`config.mk`:
```
export PLATFORM = sky130hd
export DESIGN_NAME = bcd_subtractor_seq
export DESIGN_NICKNAME = d
export VERILOG_FILES = /design/src/rtl/bcd_subtractor_seq.sv
export SDC_FILE = /design/constraint.sdc
export NUM_CORES = 1
export LEC_CHECK = 0
export ABC_AREA = 1
export CAP_MARGIN = 0
export CORE_MARGIN = 3
export CORE_UTILIZATION = 47
export DETAILED_ROUTE_END_ITERATION = 16
export PLACE_DENSITY = 0.83
export REMOVE_ABC_BUFFERS = 1
export SETUP_SLACK_MARGIN = 0.02
export SLEW_MARGIN = 10
export SYNTH_ARGS = -nofsm -noshare
export SYNTH_HDL_FRONTEND = slang
export SYNTH_SLANG_ARGS = --single-unit
export TNS_END_PERCENT = 1
```
`constraint.sdc`:
```
create_clock -name clk -period 1.85 [get_ports clk]
set_clock_uncertainty 0.1 [all_clocks]
set_input_delay 0.37 -clock clk [delete_from_list [all_inputs] [get_ports clk]]
set_output_delay 0.37 -clock clk [all_outputs]
set_load 0.02 [all_outputs]
```
`src/rtl/bcd_subtractor_seq.sv`:
```
// Digit-serial packed-BCD subtractor (A - B), LSD first, sign + magnitude.
// Define BCD_SUB_MAGNITUDE_EN to convert negative results to magnitude.
module bcd_subtractor_seq #(
  parameter int DIGITS = 4
) (
  input  logic                clk,
  input  logic                rst_n,
  input  logic                start,
  input  logic [4*DIGITS-1:0] a,
  input  logic [4*DIGITS-1:0] b,
  output logic                busy,
  output logic                done,
  output logic [4*DIGITS-1:0] diff,
  output logic                neg,
  output logic                invalid
);

  localparam int W  = 4 * DIGITS;
  localparam int CW = (DIGITS > 1) ? $clog2(DIGITS) : 1;

`ifdef BCD_SUB_MAGNITUDE_EN
  typedef enum logic [1:0] {IDLE, SUB, COMP, DONE} state_t;
`else
  typedef enum logic [1:0] {IDLE, SUB, DONE} state_t;
`endif

  state_t         state, nxt;
  logic [W-1:0]   ra, rb;
  logic [CW-1:0]  idx;
  logic           borrow;
  logic           last;
  logic           bad;
  logic [3:0]     dx, dy, dd;
  logic [4:0]     t;
  logic           bout;
  logic [W-1:0]   shifted;

  assign last = (idx == CW'(DIGITS - 1));

  always_comb begin
    bad = 1'b0;
    for (int i = 0; i < DIGITS; i++) begin
      if (a[4*i +: 4] > 4'd9 || b[4*i +: 4] > 4'd9) bad = 1'b1;
    end
  end

  // Shared digit unit; COMP reuses it as 0 - diff digit
  always_comb begin
    dx = ra[3:0];
    dy = rb[3:0];
`ifdef BCD_SUB_MAGNITUDE_EN
    if (state == COMP) begin
      dx = 4'd0;
      dy = diff[3:0];
    end
`endif
    t    = {1'b0, dx} - {1'b0, dy} - {4'd0, borrow};
    bout = t[4];
    dd   = bout ? t[3:0] + 4'd10 : t[3:0];
  end

  assign shifted = (diff >> 4) | (W'(dd) << (W - 4));

  always_ff @(posedge clk or negedge rst_n) begin
    if (!rst_n) state <= IDLE;
    else        state <= nxt;
  end

  always_comb begin
    nxt = state;
    case (state)
      IDLE: if (start) nxt = bad ? DONE : SUB;
      SUB: begin
        if (last) begin
`ifdef BCD_SUB_MAGNITUDE_EN
          nxt = bout ? COMP : DONE;
`else
          nxt = DONE;
`endif
        end
      end
`ifdef BCD_SUB_MAGNITUDE_EN
      COMP: if (last) nxt = DONE;
`endif
      DONE:    nxt = IDLE;
      default: nxt = IDLE;
    endcase
  end

  always_comb begin
    busy = 1'b0;
    done = 1'b0;
    case (state)
      SUB:  busy = 1'b1;
`ifdef BCD_SUB_MAGNITUDE_EN
      COMP: busy = 1'b1;
`endif
      DONE: done = 1'b1;
      default: ;
    endcase
  end

  always_ff @(posedge clk or negedge rst_n) begin
    if (!rst_n) begin
      ra      <= '0;
      rb      <= '0;
      diff    <= '0;
      neg     <= 1'b0;
      invalid <= 1'b0;
      idx     <= '0;
      borrow  <= 1'b0;
    end else begin
      case (state)
        IDLE: begin
          if (start) begin
            ra      <= a;
            rb      <= b;
            diff    <= '0;
            neg     <= 1'b0;
            invalid <= bad;
            idx     <= '0;
            borrow  <= 1'b0;
          end
        end
        SUB: begin
          ra     <= ra >> 4;
          rb     <= rb >> 4;
          diff   <= shifted;
          borrow <= last ? 1'b0 : bout;
          idx    <= last ? '0 : idx + 1'b1;
          if (last) neg <= bout;
        end
`ifdef BCD_SUB_MAGNITUDE_EN
        COMP: begin
          diff   <= shifted;
          borrow <= last ? 1'b0 : bout;
          idx    <= last ? '0 : idx + 1'b1;
        end
`endif
        default: ;
      endcase
    end
  end

endmodule

```
## Word-level counts from Yosys, hierarchy flattened

Index checks and enable logic that the tools add are counted.

| word-level totals | value |
|---|---|
| input bits | 35 |
| output and inout bits | 20 |
| bits in registers | 55 |

| operators by class | value |
|---|---|
| bitwise gates (word level) | 1 |
| add/sub/neg operators | 4 |
| reduce and logical (&&, ||, !) cells | 10 |
| order comparisons | 8 |
| equality and inequality tests | 5 |
| muxes and demuxes | 25 |

Operators by type and width:

| kind | count |
|---|---|
| 16-bit case mux with 2 select lines | 3 |
| 16-bit 2-to-1 mux | 3 |
| 4-bit greater-than comparator, second input constant | 8 |
| 12-bit by 16-bit bitwise OR with 16-bit output | 1 |
| 2-bit 2-to-1 mux | 5 |
| 1-bit 2-to-1 mux | 9 |
| 2-bit case mux with 2 select lines | 2 |
| 2-bit AND reduction | 3 |
| 4-bit by 4-bit subtractor with 5-bit output | 1 |
| 5-bit by 1-bit subtractor with 5-bit output | 1 |
| 4-bit adder, second input constant | 1 |
| 2-bit == test, second input constant | 2 |
| 1-bit logical OR | 4 |
| 4-bit 2-to-1 mux | 1 |
| 2-bit != test, second input constant | 2 |
| 1-bit case mux with 2 select lines | 2 |
| 3-bit AND reduction | 1 |
| 2-bit by 1-bit adder with 2-bit output, second input constant | 1 |
| 2-bit by 1-bit == test with 1-bit output, second input constant | 1 |
| 2-bit logical NOT | 1 |
| 2-bit nonzero test | 1 |

## Logic depth before layout (Yosys ltp)

Gate-level depths: netlist of run 1.

| depth | value |
|---|---|
| word-level depth | 9 |
| depth in mapped cells | 12 |
| gate-level depth less buffers | 12 |

## Worst setup path after synthesis of run 1

Ideal clock, no wire load.

| timing path | value |
|---|---|
| kind | register to register |
| start point | reg ra[0] |
| end point | reg diff[15] |
| setup slack | -0.181 ns |
| arrival | 1.813 ns |
| stages on the path, launching flop included | 11 |
| path buffers | 0 |
| cells stage by stage | dfrtp_1 fa_1 fa_1 inv_1 nand2_1 nand2_1 nand3_1 nand2_1 nand3_1 nand3_1 nand2_1 |

| on the way | value |
|---|---|
| word-level cells in the longest chain between the ends | 6 |

Ends and longest elaborated chain:

| item | RTL line | RTL |
|---|---|---|
| start: declaration | 28 | `logic [W-1:0] ra, rb;` |
| start signal: assignment | 126 | `ra <= ra >> 4;` |
| 4-bit by 4-bit subtractor with 5-bit output * | 57 | `t = {1'b0, dx} - {1'b0, dy} - {4'd0, borrow};` |
| 5-bit by 1-bit subtractor with 5-bit output * | 57 |  |
| 4-bit adder | 59 | `dd = bout ? t[3:0] + 4'd10 : t[3:0];` |
| 4-bit 2-to-1 mux * | 59 |  |
| 12-bit by 16-bit bitwise OR with 16-bit output * | 62 | `assign shifted = (diff >> 4) \| (W'(dd) << (W - 4));` |
| 16-bit case mux with 2 select lines * | 113 | `case (state)` |
| end signal: assignment | 128 | `diff <= shifted;` |
| end: declaration | 13 | `output logic [4*DIGITS-1:0] diff,` |

Mark *: on every way between the ends. The rest lies on a longest branch, timed or not.
A chain may end at the register's enable or synchronous reset.

## Worst setup path after layout of run 1

| timing path | value |
|---|---|
| start point | reg ra[0] |
| end point | reg diff[13] |

Same word-level chain as after synthesis.

==> results.yml, run 1 <==
outcome:
  outcome: "finished, violations left"
  violations: "setup timing"
setup_path:
  critical_path.cell_chain: "fa_2 -> fa_2 -> inv_2 -> nand2_4 -> nand2_4 -> nand2_4 -> nand2_4 -> nand2_4 -> nand2_2 -> nand2_2 -> o21ai_1"
  worstRegToRegCells: 11
  critPathMaxStageDelay_ns: 0.43
  slowest_stage: "fa_2"
  crit_path_start_kind: "register"
  worstPathRequired_ns: 1.99
  cp.arrival_ns: 2.26
  crit_path_end_kind: "register"
  critical_path_class: "register to register"
  path_max_fanout: 7
  crit_top_cell: "nand2_4"
cts:
  cts_buffers: 5
  clk_path_buf_depth: 2
  clk_pin_slew_ns: 0.09
  cts_tree: "done"
  root_buffer: "clkbuf_8"
  clk_latency_ns: 0.31
  cts_max_level: 2
  cts_sinks: 55
sta:
  finalHoldViolations: 0
  max_freq_mhz: 471.5
  rsz0062_at_grt: "yes"
  min_period_ns: 2.121
  worst_pin_slew_ns: 0.4937
  setup_violations: 5
  tns_ns: -1.158
  slew_violations: 0
  timing.final.ws_setup_ns: -0.2709
  timing.final.crit_share_pct: 114.6
  max-slew-margin-rel_pct: 67.08
route:
  wire_per_inst_um: 14.35
  antenna_left: 0
  wirelength_um: 6445
  drc: 0
  drt_iter0_markers: 89
  via_per_inst: 5.145
  firstDrtPassIters: 4
  vias: 2310
synthesis:
  synth_seq_area_share_pct: 48.14
  synth_cell_types: 30
  avgSynthCellArea_um2: 9.163
  ys_ff_latch: 55
  ys_warn_count: 0
  synth_cells: 312
  syn_area_mm2: 0.002859
floorplan:
  die_w_um: 84.00
  pin_count: 55
  start_util_pct: 50.08
  dieHeight_um: 84.00
  rows: 27
  dieArea_mm2: 0.007055
  coreArea_mm2: 0.005709
final_layout:
  nNetsFinal: 421
  final_common_cell: "nand2_1"
  area_growth_pct: 28.05
  antennaDiodeCount: 0
  final_cell_mix: "78 x nand2_1, 55 x dfrtp_1, 49 x clkdlybuf4s50_1"
  drive_gt1_share_pct: 23.34
global_route:
  grt_pass1_wl_um: 10440
  grt_max_degree: 45
  grt_overflow: 0
  antenna_found_initial: 0
  grt_pass1_vias: 2264
  track_usage_pct: 18.26
pwr:
  vdd_ir_drop_max_mv: 0.4523
  p_per_area_mw_per_mm2: 916.7
  power_mw: 3.356
  total_leakage_power_nw: 1.725
placement:
  place_congestion: 0.8420
  portBuffers: 54
  post-dp-hpwl_um: 4293
job:
  maxCapViolCount: 0
min_path:
  hold_class: "register to register"
  hold_depth: 2
area by class of cell:
cell class,count,area (um2)
Fill cell,476,2048
Clock inverter,1,5.005
Multi-Input combinational cell,214,1314
Inverter,30,122.6
Clock buffer,7,76.32
Sequential cell,55,1376
Timing Repair Buffer,70,676.9
Tap cell,72,90.09
final timing paths:
path / start / slack [ns] / to
setup / recovery: ra[0] / -0.27 / diff[13]
hold / removal: invalid / 0.39 / invalid
setup reg to reg: ra[0] / -0.27 / diff[13]
hold reg to reg: invalid / 0.39 / invalid
max in group asynchronous: rst_n / 0.69 / rb[9]
min in group asynchronous: rst_n / 0.41 / diff[0]
through the flow:
stage | hold slack (ns) | util (%) | instance area [um2] | instances | setup slack (ns)
6_report | 0.3935 | 64.12 | 3661 | 449 | -0.2709
3_3_place_gp | 0.2205 | 60.73 | 3467 | 435 | -0.2687
5_1_grt | 0.4247 | 64.12 | 3661 | 449 | -0.3528
3_5_place_dp | 0.2315 | 60.73 | 3467 | 435 | -0.3742
4_1_cts | 0.3971 | 63.12 | 3603 | 448 | -0.1898
2_1_floorplan | -0.02559 | - | 2754 | 299 | -0.1857
sequential cells by signal (all words and copies together) (netlist names):
register / flops
diff: 16
ra: 16
rb: 16
idx: 2
state: 2
borrow: 1
invalid: 1
neg: 1
routing by layer:
metal | routed length, um | share of wire, % | GRT usage (%) | up-vias
met5 | 0 | 0 | 0 | -
li1 | - | - | - | 1138
met1 | 2798 | 43 | 22.93 | 1096
met4 | 104 | 1.6 | 5.263 | 0
met3 | 337 | 5.2 | 3.653 | 11
met2 | 3205 | 50 | 31.81 | 65
synth_stat cells (all sizes together):
cell type	n	area [um2]
a22o	2	17.52
dfrtp	55	1376
o21a	2	15.01
fa	2	40.04
nand3	11	67.57
inv	30	122.6
o21bai	1	7.510
buf	11	97.59
xnor2	1	8.760
nor2	25	93.84
clkbuf	2	7.510
nand2	88	345.3
a21oi	44	370.4
ha	8	100.1
and3	1	6.260
nor3	1	5.000
o21ai	18	90.09
o22ai	6	37.54
a22oi	4	50.05
timing repair:
action | CTS | global route
endpoints found under the hold margin | 17 | 0
hold buffers | 1 | 0
pin swaps | 5 | 10
setup endpoints to repair | 7 | 11
resized for setup | 12 | 13
buffers inserted | 4 | 1
power breakdown:
part,switching [mW],internal (mW)
logic,0.694,0.556
registers,0.0997,1.35
clock network,0.384,0.267
worst max-delay path, delay by kind of cell (launching register included):
kind / cells / cell delay (ns)
DFF: 1 / 0.42
adders and majority gates: 2 / 0.79
AOI/OAI and AO/OA: 1 / 0.13
buffers and inverters: 1 / 0.09
and+or+nand+nor: 7 / 0.50
logic make-up (layout without fill, tap and decap cells):
| logic type | Yosys count | after routing | synth area share [%] |
|---|---|---|---|
| xor gates and xnor gates | 1 | 1 | 0.3064 |
| buffers and inverters | 43 | 108 | 7.965 |
| DFF | 55 | 55 | 48.14 |
| and+or+nand+nor | 126 | 126 | 18.12 |
| adders and majority gates | 10 | 10 | 4.902 |
| AOI/OAI and AO/OA | 77 | 77 | 20.57 |
Power figures use the tool's default switching activity.
==> inputs of run 2 (changes only) <==
--- a/config.mk
+++ b/config.mk
@@ -5,10 +5,9 @@
 export SDC_FILE = /design/constraint.sdc
 export NUM_CORES = 1
 export LEC_CHECK = 0
-export ABC_AREA = 1
 export CAP_MARGIN = 0
 export CORE_MARGIN = 3
-export CORE_UTILIZATION = 47
+export CORE_UTILIZATION = 46
 export DETAILED_ROUTE_END_ITERATION = 16
 export PLACE_DENSITY = 0.83
 export REMOVE_ABC_BUFFERS = 1
==> run 2 against run 1 <==
Net effect:
- the run still ends with setup timing left
- hold slack got worse by 0.012 ns
- synthesized area shrank 7.4%
- synthesized cell count decreased by 9.0%
- fmax is 9.2% lower
- sequential cell count stayed put
- core utilization grew 1.8 points
- register-to-register slack worse by 0.21 ns
- count of clock-buffer cells in the layout is 1 lower
- critical endpoint is now diff[14]
- largest cell class unchanged
==> results.yml, run 2 <==
outcome:
  outcome: "finished, violations left"
  violations: "setup timing"
cts:
  cts_sinks: 55
  clk_pin_slew_ns: 0.09
  root_buffer: "clkbuf_8"
  cts_tree: "done"
  clk_latency_ns: 0.30
  clk_path_buf_depth: 2
  cts_max_level: 2
  cts_buffers: 5
min_path:
  hold_start: "rb[4]"
  worst_hold_path.endpoint: "rb[0]"
  hold_depth: 2
  hold_class: "register to register"
setup_path:
  crit_path_end_kind: "register"
  slowest_stage: "fa_2"
  critPathMaxStageDelay_ns: 0.40
  worstPathRequired_ns: 1.93
  r2r_start: "borrow"
  crit_path_start_kind: "register"
  cp_num_buf_inv: 2
  crit_top_cell: "fa_2"
  timing.rr.end: "diff[14]"
  cp.arrival_ns: 2.42
  path_max_fanout: 4
  r2r_setup_slack_ns: -0.48
  critical_path.cell_chain: "inv_2 -> fa_2 -> fa_2 -> nand2b_4 -> a21oi_4 -> xnor2_2 -> buf_4 -> mux2i_1 -> o21ai_1"
  critical_path_class: "register to register"
  worstRegToRegCells: 9
  critPathTopFamily: "adder cells"
global_route:
  grt_overflow: 0
  grt_pass1_wl_um: 10540
  antenna_found_initial: 0
  grt_pass1_vias: 2256
  grt_max_degree: 56
  track_usage_pct: 20.47
final_layout:
  drive_gt1_share_pct: 12.25
  nNetsFinal: 397
  area_growth_pct: 32.80
  final_common_cell: "nand2_1"
  antennaDiodeCount: 0
  instances_no_fill: 421
  final_cell_mix: "60 x nand2_1, 55 x dfrtp_1, 45 x clkdlybuf4s50_1"
  reg_top3: "diff (16), ra (16), rb (16)"
sta:
  timing.final.crit_share_pct: 126.2
  min_period_ns: 2.335
  timing.final.ws_setup_ns: -0.4846
  rsz0062_at_grt: "yes"
  hold_ws_ns: 0.3818
  setup_violations: 5
  max-slew-margin-rel_pct: 69.76
  worst_pin_slew_ns: 0.4537
  max_freq_mhz: 428.3
  finalHoldViolations: 0
  slew_violations: 0
synthesis:
  synth_flop_cell: "dfrtp_1"
  synth_seq_area_share_pct: 51.98
  synth-edff-count: 0
  synthArstFlopShare_pct: 100.0
  yosysTopAreaCell: "dfrtp_1"
  ys_ff_latch: 55
  post-synth-top-count-cell: "nand2_1"
  post-synth-top-area-fraction_pct: 51.98
  netlist_top_cells_area: "dfrtp_1 52%, nand2_1 8.5%, a31oi_1 5.0%, a22o_1 4.6%, o21ai_0 4.5%"
  syn_area_mm2: 0.002648
  ys_warn_count: 0
  synth_cell_types: 33
  avgSynthCellArea_um2: 9.322
  synth_commonest_cells: "60 x nand2_1, 55 x dfrtp_1, 30 x nor2_1"
  synth_cells: 284
route:
  drc: 0
  antenna_left: 0
  drt_iter0_markers: 93
  wirelength_um: 6177
  vias: 2289
  via_per_inst: 5.437
  firstDrtPassIters: 4
  wire_per_inst_um: 14.67
floorplan:
  die_w_um: 81.87
  dieHeight_um: 81.87
  start_util_pct: 49.62
  rows: 26
  pin_count: 55
  dieArea_mm2: 0.006702
  coreArea_mm2: 0.005335
placement:
  dp.cells: 414
  post-dp-hpwl_um: 4330
  portBuffers: 54
  place_congestion: 0.8190
  pre_cts_ws_ns: -0.6398
pwr:
  p_per_area_mw_per_mm2: 862.8
  vdd_ir_drop_max_mv: 0.5522
  total_leakage_power_nw: 1.691
job:
  maxCapViolCount: 0
## run 2: changes by cell type after synthesis, moves of 5 or more
cell	change
a21oi_1	+8
nand2_1	-26
inv_1	-16
nor2b_1	+9
a21oi_2	-39
nand3_1	-9
a31oi_1	+21
a22o_1	+12
o21ai_1	-10
o21ai_0	+16
nor2_1	+5
o22ai_1	-5
## run 2: per-layer routing
layer,global-route usage (%),share of wire (%)
met1,26.68,42
met2,34.25,52
met3,4.496,5.7
met4,5.814,1.0
met5,0,0
## run 2: cells by family (layout without fill, tap and decap cells)
| family | after synthesis | in the layout | synth area share, % |
|---|---|---|---|
| and+or+nand+nor | 108 | 108 | 17.20 |
| adders and majority gates | 10 | 10 | 5.293 |
| buffers and inverters | 28 | 95 | 4.915 |
| xor gates and xnor gates | 5 | 5 | 1.938 |
| muxes | 1 | 1 | 0.3781 |
| DFF | 55 | 55 | 51.98 |
| AOI/OAI and AO/OA | 77 | 77 | 18.29 |
## run 2: how the worst max path moves through the flow
stage / start / endpoint / cells after the start
floorplan: state[1] / diff[15] / 4
global placement: ra[0] / diff[15] / 7
detailed placement: ra[0] / diff[15] / 7
CTS: borrow / diff[15] / 9
global route: borrow / diff[14] / 9
finish: borrow / diff[14] / 9
## run 2: final cells by class
class                           instances  area [um2]
Clock buffer                            6       72.57
Fill cell                             443        1819
Sequential cell                        55        1376
Multi-Input combinational cell        201        1181
Inverter                               11       41.29
Timing Repair Buffer                   78       757.0
Tap cell                               70       87.58
## run 2: metrics by stage
step	util (%)	area, um2	total power [mW]	setup TNS, ns
finish	65.90	3516	3.034	-2.112
global route	65.90	3516	3.220	-2.778
CTS	65.27	3482	3.022	-2.103
detailed placement	63.39	3382	2.356	-3.645
global placement	63.39	3382	2.306	-3.177
floorplan	-	2559	1.951	-32.54
## run 2: report_power, final
| group | switching [mW] | total (mW) | internal (mW) |
|---|---|---|---|
| Clock | 0.355 | 0.609 | 0.253 |
| Sequential | 0.0894 | 1.44 | 1.35 |
| Combinational | 0.493 | 0.989 | 0.497 |
## run 2: repair_timing
action	CTS	global route
pin swaps	5	1
endpoints found under the setup margin	9	13
endpoints found under the hold margin	55	0
hold buffers	1	0
resized for setup	10	12
buffers inserted	0	0
## run 2: worst register-to-register path, cell delays in order, from the launching register on
cell,delay (ns)
dfrtp_1,0.36
inv_2,0.05
fa_2,0.40
fa_2,0.36
nand2b_4,0.16
a21oi_4,0.14
xnor2_2,0.17
buf_4,0.17
mux2i_1,0.22
o21ai_1,0.08
